**src/rtl/adder_chain_ctrl_if.sv**
```systemverilog
// Stream and adder-side signal bundle for adder_chain_ctrl.
// The "slave" modport is the sequencer itself. The "master" modport is its
// environment: the upstream byte-pair source, the 8-bit combinational adder
// and the downstream result sink.
interface adder_chain_ctrl_if #(
  parameter int CNT_W = 8
) ();

  // Upstream byte-pair stream
  logic             in_valid;
  logic             in_ready;
  logic [7:0]       in_a;
  logic [7:0]       in_b;
  logic             in_cin;

  // Drive to, and return from, the external 8-bit parallel adder
  logic [7:0]       add_a;
  logic [7:0]       add_b;
  logic             add_cin;
  logic [7:0]       add_sum;
  logic             add_cout;

  // Downstream result-byte stream
  logic             out_valid;
  logic             out_ready;
  logic [7:0]       out_sum;
  logic             out_last;
  logic             out_cout;
  logic             out_ovf;

  // Status
  logic [CNT_W-1:0] word_cnt;
  logic             busy;

  modport master (
    output in_valid, in_a, in_b, in_cin,
    output add_sum, add_cout,
    output out_ready,
    input  in_ready,
    input  add_a, add_b, add_cin,
    input  out_valid, out_sum, out_last, out_cout, out_ovf,
    input  word_cnt, busy
  );

  modport slave (
    input  in_valid, in_a, in_b, in_cin,
    input  add_sum, add_cout,
    input  out_ready,
    output in_ready,
    output add_a, add_b, add_cin,
    output out_valid, out_sum, out_last, out_cout, out_ovf,
    output word_cnt, busy
  );

endinterface

```
**src/rtl/adder_chain_ctrl.sv**
```systemverilog
// Byte-serial sequencer around an external 8-bit combinational adder.
// Operand words of NBYTES bytes arrive least-significant byte first.
// Each accepted byte pair is added using the carry of the previous byte,
// and the result byte is registered. The final byte of a word carries
// last/carry-out/signed-overflow flags.
module adder_chain_ctrl #(
  parameter int NBYTES = 4,   // bytes per operand word, 2..16
  parameter int CNT_W  = 8    // completed-word counter width
) (
  input  logic              clk,
  input  logic              rst,
  adder_chain_ctrl_if.slave bus
);

  localparam int IDX_W = $clog2(NBYTES);

  localparam logic [IDX_W-1:0] LAST_IDX = IDX_W'(NBYTES - 1);

  // FSM encoding
  localparam logic [0:0] IDLE = 1'b0;  // waiting for byte 0 of a word
  localparam logic [0:0] RUN  = 1'b1;  // bytes 1..NBYTES-1 still to come

  // State registers and their next-state values
  logic [0:0]       state_q,     state_d;
  logic [IDX_W-1:0] byte_idx_q,  byte_idx_d;
  logic             carry_q,     carry_d;
  logic             out_valid_q, out_valid_d;
  logic [7:0]       out_sum_q,   out_sum_d;
  logic             out_last_q,  out_last_d;
  logic             out_cout_q,  out_cout_d;
  logic             out_ovf_q,   out_ovf_d;
  logic [CNT_W-1:0] word_cnt_q,  word_cnt_d;

  // Handshake and datapath helpers
  logic in_ready;
  logic in_fire;
  logic out_fire;
  logic is_last;
  logic carry_into_msb;

  // The single output register can take a new byte when it is empty or is
  // being drained in this same cycle. There is no skid buffer.
  assign in_ready = !out_valid_q || bus.out_ready;
  assign in_fire  = bus.in_valid && in_ready;
  assign out_fire = out_valid_q && bus.out_ready;
  assign is_last  = (byte_idx_q == LAST_IDX);

  // The adder is driven straight from the input byte pair, whether or not
  // in_valid is high. Only accepted cycles update any state.
  assign bus.add_a   = bus.in_a;
  assign bus.add_b   = bus.in_b;
  assign bus.add_cin = (state_q == IDLE) ? bus.in_cin : carry_q;

  // Recover the carry into bit 7 from the sum bit. Signed overflow is that
  // carry XOR the carry out of bit 7.
  assign carry_into_msb = bus.add_sum[7] ^ bus.in_a[7] ^ bus.in_b[7];

  // Next-state logic for the FSM, the carry chain, the output register and
  // the completed-word counter.
  always_comb begin
    // NOTE: every signal gets a hold default before any branch, so no path
    // leaves a value unassigned and no latch can be inferred.
    state_d     = state_q;
    byte_idx_d  = byte_idx_q;
    carry_d     = carry_q;
    out_valid_d = out_valid_q;
    out_sum_d   = out_sum_q;
    out_last_d  = out_last_q;
    out_cout_d  = out_cout_q;
    out_ovf_d   = out_ovf_q;
    word_cnt_d  = word_cnt_q;

    if (in_fire) begin
      // A new byte overwrites the output register. If the old byte is
      // consumed in this cycle, out_valid simply stays high.
      out_valid_d = 1'b1;
      out_sum_d   = bus.add_sum;
      carry_d     = bus.add_cout;
      out_last_d  = is_last;
      out_cout_d  = is_last && bus.add_cout;
      out_ovf_d   = is_last && (carry_into_msb ^ bus.add_cout);

      if (is_last) begin
        state_d    = IDLE;
        byte_idx_d = '0;
      end else begin
        state_d    = RUN;
        byte_idx_d = byte_idx_q + 1'b1;
      end
    end else if (out_fire) begin
      // The output was drained and nothing replaces it. The payload fields
      // keep their last values.
      out_valid_d = 1'b0;
    end

    // A word counts as completed when its final byte leaves downstream.
    if (out_fire && out_last_q) begin
      word_cnt_d = word_cnt_q + 1'b1;
    end
  end

  // State update with synchronous reset. A reset in mid-word drops the
  // partial word, so no last byte is ever produced for it.
  always_ff @(posedge clk) begin
    // NOTE: sequential state uses non-blocking assignments only, so every
    // register samples its pre-edge next-state value.
    if (rst) begin
      state_q     <= IDLE;
      byte_idx_q  <= '0;
      carry_q     <= 1'b0;
      out_valid_q <= 1'b0;
      out_sum_q   <= '0;
      out_last_q  <= 1'b0;
      out_cout_q  <= 1'b0;
      out_ovf_q   <= 1'b0;
      word_cnt_q  <= '0;
    end else begin
      state_q     <= state_d;
      byte_idx_q  <= byte_idx_d;
      carry_q     <= carry_d;
      out_valid_q <= out_valid_d;
      out_sum_q   <= out_sum_d;
      out_last_q  <= out_last_d;
      out_cout_q  <= out_cout_d;
      out_ovf_q   <= out_ovf_d;
      word_cnt_q  <= word_cnt_d;
    end
  end

  // Outputs
  assign bus.in_ready  = in_ready;
  assign bus.out_valid = out_valid_q;
  assign bus.out_sum   = out_sum_q;
  assign bus.out_last  = out_last_q;
  assign bus.out_cout  = out_cout_q;
  assign bus.out_ovf   = out_ovf_q;
  assign bus.word_cnt  = word_cnt_q;
  assign bus.busy      = (state_q == RUN);

endmodule

```
**src/flat_wrapper.sv**
```systemverilog
// flat-port wrapper written by rule: the top's interface ports become plain ports
module adder_chain_ctrl_flat 
#(
  parameter int NBYTES = 4,                                   
  parameter int CNT_W  = 8                                   
)
  (clk, rst, bus_in_valid, bus_in_a, bus_in_b, bus_in_cin, bus_add_sum, bus_add_cout, bus_out_ready, bus_in_ready, bus_add_a, bus_add_b, bus_add_cin, bus_out_valid, bus_out_sum, bus_out_last, bus_out_cout, bus_out_ovf, bus_word_cnt, bus_busy);
  adder_chain_ctrl_if #(.CNT_W(CNT_W)) bus_i ();
  input  logic clk;
  input  logic rst;
  input wire logic [$bits(bus_i.in_valid)-1:0] bus_in_valid;
  input wire logic [$bits(bus_i.in_a)-1:0] bus_in_a;
  input wire logic [$bits(bus_i.in_b)-1:0] bus_in_b;
  input wire logic [$bits(bus_i.in_cin)-1:0] bus_in_cin;
  input wire logic [$bits(bus_i.add_sum)-1:0] bus_add_sum;
  input wire logic [$bits(bus_i.add_cout)-1:0] bus_add_cout;
  input wire logic [$bits(bus_i.out_ready)-1:0] bus_out_ready;
  output wire logic [$bits(bus_i.in_ready)-1:0] bus_in_ready;
  output wire logic [$bits(bus_i.add_a)-1:0] bus_add_a;
  output wire logic [$bits(bus_i.add_b)-1:0] bus_add_b;
  output wire logic [$bits(bus_i.add_cin)-1:0] bus_add_cin;
  output wire logic [$bits(bus_i.out_valid)-1:0] bus_out_valid;
  output wire logic [$bits(bus_i.out_sum)-1:0] bus_out_sum;
  output wire logic [$bits(bus_i.out_last)-1:0] bus_out_last;
  output wire logic [$bits(bus_i.out_cout)-1:0] bus_out_cout;
  output wire logic [$bits(bus_i.out_ovf)-1:0] bus_out_ovf;
  output wire logic [$bits(bus_i.word_cnt)-1:0] bus_word_cnt;
  output wire logic [$bits(bus_i.busy)-1:0] bus_busy;
  assign bus_i.in_valid = bus_in_valid;
  assign bus_i.in_a = bus_in_a;
  assign bus_i.in_b = bus_in_b;
  assign bus_i.in_cin = bus_in_cin;
  assign bus_i.add_sum = bus_add_sum;
  assign bus_i.add_cout = bus_add_cout;
  assign bus_i.out_ready = bus_out_ready;
  assign bus_in_ready = bus_i.in_ready;
  assign bus_add_a = bus_i.add_a;
  assign bus_add_b = bus_i.add_b;
  assign bus_add_cin = bus_i.add_cin;
  assign bus_out_valid = bus_i.out_valid;
  assign bus_out_sum = bus_i.out_sum;
  assign bus_out_last = bus_i.out_last;
  assign bus_out_cout = bus_i.out_cout;
  assign bus_out_ovf = bus_i.out_ovf;
  assign bus_word_cnt = bus_i.word_cnt;
  assign bus_busy = bus_i.busy;
  adder_chain_ctrl #(.NBYTES(NBYTES), .CNT_W(CNT_W)) u_core (.clk(clk), .rst(rst), .bus(bus_i));
endmodule
```
**config.mk**
```make
export PLATFORM = sky130hd
export DESIGN_NAME = adder_chain_ctrl_flat
export DESIGN_NICKNAME = d
export VERILOG_FILES = /design/src/rtl/adder_chain_ctrl_if.sv /design/src/rtl/adder_chain_ctrl.sv /design/src/flat_wrapper.sv
export SDC_FILE = /design/constraint.sdc
export NUM_CORES = 1
export LEC_CHECK = 0
export ABC_AREA = 1
export CAP_MARGIN = 0
export CELL_PAD_IN_SITES_DETAIL_PLACEMENT = 1
export CELL_PAD_IN_SITES_GLOBAL_PLACEMENT = 2
export CORE_MARGIN = 2
export CORE_UTILIZATION = 17
export CTS_BUF_LIST = sky130_fd_sc_hd__clkbuf_4
export CTS_CLUSTER_SIZE = 10
export DETAILED_ROUTE_END_ITERATION = 7
export HOLD_SLACK_MARGIN = 0.03
export PLACE_DENSITY_LB_ADDON = 0.08
export SYNTH_ARGS = -nofsm -noshare
export SYNTH_HDL_FRONTEND = slang
export SYNTH_SLANG_ARGS = --single-unit
```
**constraint.sdc**
```tcl
create_clock -name clk -period 1 [get_ports clk]
set_input_delay 0.1 -clock clk [delete_from_list [all_inputs] [get_ports clk]]
set_output_delay 0.1 -clock clk [all_outputs]
set_load 0.05 [all_outputs]
```
==> metrics.csv <==
stage,metric,value,unit
yosys,"Distinct cells, synth",22,
floorplanning,I/O pin count,69,
cts,H-tree depth,1,
sta,Hold Fails Final Rpt,0,
drt,Vias,1221,
setup_path,"setup slack, reg-to-reg",-0.12,ns
yosys,"Seq/Total Area, Yosys",40.9,%
yosys,ys async rst share,0,%
run,number of max-cap violations,0,
place,pre-CTS setup slack,-0.330,ns
floorplanning,core area,6760,um^2
cts,Worst-Skew Late Latency,0.31,ns
sta,Max-slew headroom,79.2,%
sta,Tightest Pin Transition,0.311,ns
sta,Final Hold Slack,0.200,ns
place,GP Congestion,0.700,
sta,setup TNS,-1.99,ns
cts,CTS root buf,clkbuf_4,
setup_path,crit path cell chain,mux2_4 -> buf_12,
yosys,largest area contributor in the netlist,dfxtp_1,
setup_path,delay of the slowest critical-path stage,0.37,ns
setup_path,"Buf+Inv Stages, Crit Path",1,
cts,Num CTS Buffers,3,
setup_path,"Arr. time, crit path",1.14,ns
cts,clock sinks,24,
finish,layout cell share with drive strength beyond 1,61.9,%
sta,Max Slew Vio Count,0,
power_and_ir_drop,VDD IR max,0.423,mV
sta,Setup Skew,0.00509,ns
setup_path,FF-to-FF Start,u_core.bus.out_valid,
drt,wire per inst,13.0,um
yosys,synthesized instance count,160,
setup_path,CP endpoint kind,output port,
cts,CTS tree,yes,
status,outcome,"complete, but fails checks",
finish,P&R area growth vs syn,108,%
grt,total grt overflow,0,
grt,first-pass GRT wire length,6350,um
yosys,synth top area cells,"dfxtp_1, buf_4, nand2_1",
drt,DR vias/cell,4.14,
worst_hold_path,worst hold path class,in -> out,
yosys,Synth Warn #,0,
place,count of input and output buffers,40,
drt,DR pass1 iterations,3,
setup_path,worst endpoint required time,0.90,ns
yosys,net count after synthesis,192,
yosys,"Avg Cell Area, Syn",7.35,um^2
sta,post-layout min period,1.24,ns
floorplanning,die area,7600,um^2
drt,Post-DRT Antenna Nets,0,
grt,vias in the first global route,1335,
yosys,register bit total from synthesis,24,
yosys,top cell type's share of synthesized area,40.9,%
setup_path,family with the most delay on the worst path,flip-flops,
yosys,synthesized cell area,1180,um^2
sta,"Setup violations, final",32,
floorplanning,DIE WIDTH,87.2,um
power_and_ir_drop,Leak,0.951,nW
grt,antenna violations before repair,0,
cts,clk slew on worst S/H paths,0.14,ns
yosys,"top cells by count, synth","nand2_1, dfxtp_1, nor2_1, buf_4, a21oi_1",
floorplanning,Die H,87.2,um
cts,clock buffer depth,2,
grt,largest net degree at the start of global routing,16,
sta,fmax,806,MHz
drt,DRC,0,
setup_path,Startpoint Class,flop,
floorplanning,starting density of the core,17.4,%
yosys,"Top FF cell, synth",dfxtp_1,
worst_hold_path,Hold Crit Start,bus_in_b[2],
yosys,cell with the most instances after synthesis,nand2_1,
yosys,Post-synth EDFFs,0,
finish,Final #Nets,248,
place,hpwl dp,2830,um
setup_path,WS Path Type,reg -> out,
status,failing checks,negative setup slack,
setup_path,Critical Path Fanout Max,2,
drt,final wirelength,3840,um
sta,RSZ-0062 raised after global routing,yes,
setup_path,Crit. Startpoint,u_core.bus.busy,
setup_path,CP max-delay cell,dfxtp_2,
drt,iteration-0 DRC count of the detailed router,11,
floorplanning,row count,30,
sta,Final WS setup,-0.241,ns
grt,GR Util All Layers,10.6,%
sta,post-route clock period utilization,124,%
finish,ant diodes,0,
power_and_ir_drop,PD cells,923,nW/um^2
power by group:
part | total (mW) | switching (mW) | leakage, nW | internal, mW
Clock | 0.451 | 0.305 | 0.0154 | 0.146
Sequential | 1.04 | 0.0607 | 0.211 | 0.979
Combinational | 0.764 | 0.382 | 0.725 | 0.383
final cells by class:
type | instances | area [um^2]
Clock buffer | 3 | 22.5
Tap cell | 80 | 100
Sequential cell | 24 | 549
Inverter | 16 | 81.3
Fill cell | 748 | 4310
Multi-Input combinational cell | 101 | 734
Clock inverter | 1 | 3.75
Timing Repair Buffer | 69 | 941
Timing Repair inverter | 1 | 11.3
per-layer routing:
metal,wire (um),GRT usage [%],vias up
met5,0,0,-
met2,2150,19.8,30
met1,1530,12.1,578
met3,113,1.99,6
li1,-,-,607
met4,48,3.36,0
final timing paths:
path / endpoint / cells past startpoint
setup / recovery: bus_add_cin / 2
hold / removal: bus_add_b[2] / 0
setup reg to reg: u_core.bus.word_cnt[4] / 7
hold reg to reg: u_core.byte_idx_q[0] / 2
registers in the layout, summed over array words and instances (netlist names):
name / count
u_core.bus.out_valid: 1
u_core.bus.out_last: 1
u_core.bus.out_sum: 8
u_core.bus.out_ovf: 1
u_core.bus.busy: 1
u_core.bus.out_cout: 1
u_core.bus.word_cnt: 8
u_core.byte_idx_q: 2
u_core.carry_q: 1
timing repair:
item,CTS,global route
setup endpoints to repair,23,41
cloned,1,1
hold buffers,0,0
resized for setup,31,65
buffers inserted,7,6
pin swaps,7,11
per-stage QoR:
step	instances	area (um^2)	utilization [%]	total power [mW]
CTS	289	2200	32.6	2.23
floorplan	160	1290	-	1.50
finish	295	2440	36.2	2.25
global placement	279	2030	30.0	1.69
detailed placement	279	2030	30.0	1.69
global route	295	2440	36.2	2.39
cell families (layout without fill, tap and decap cells):
| family | after synthesis | count (layout) | synth area share (%) |
|---|---|---|---|
| and+or+nand+nor | 65 | 66 | 23.1 |
| buffers and inverters | 36 | 90 | 18.4 |
| AOI/OAI and AO/OA | 30 | 30 | 13.1 |
| DFF | 24 | 24 | 40.9 |
| adders and majority gates | 2 | 2 | 2.13 |
| xor gates and xnor gates | 2 | 2 | 1.49 |
| muxes | 1 | 1 | 0.957 |
cell usage in the layout, fill, tap and decap left out, drive strengths merged:
cell type      count
xnor2              1
clkbuf             3
nor2              22
mux2               1
a21oi             16
xor2               1
buf               54
clkinvlp           1
nor3               1
ha                 2
inv               15
clkinv             2
o21ai             14
clkdlybuf4s50     15
nand3              5
nand2             38
dfxtp             24
Power figures use the tool's default switching activity.
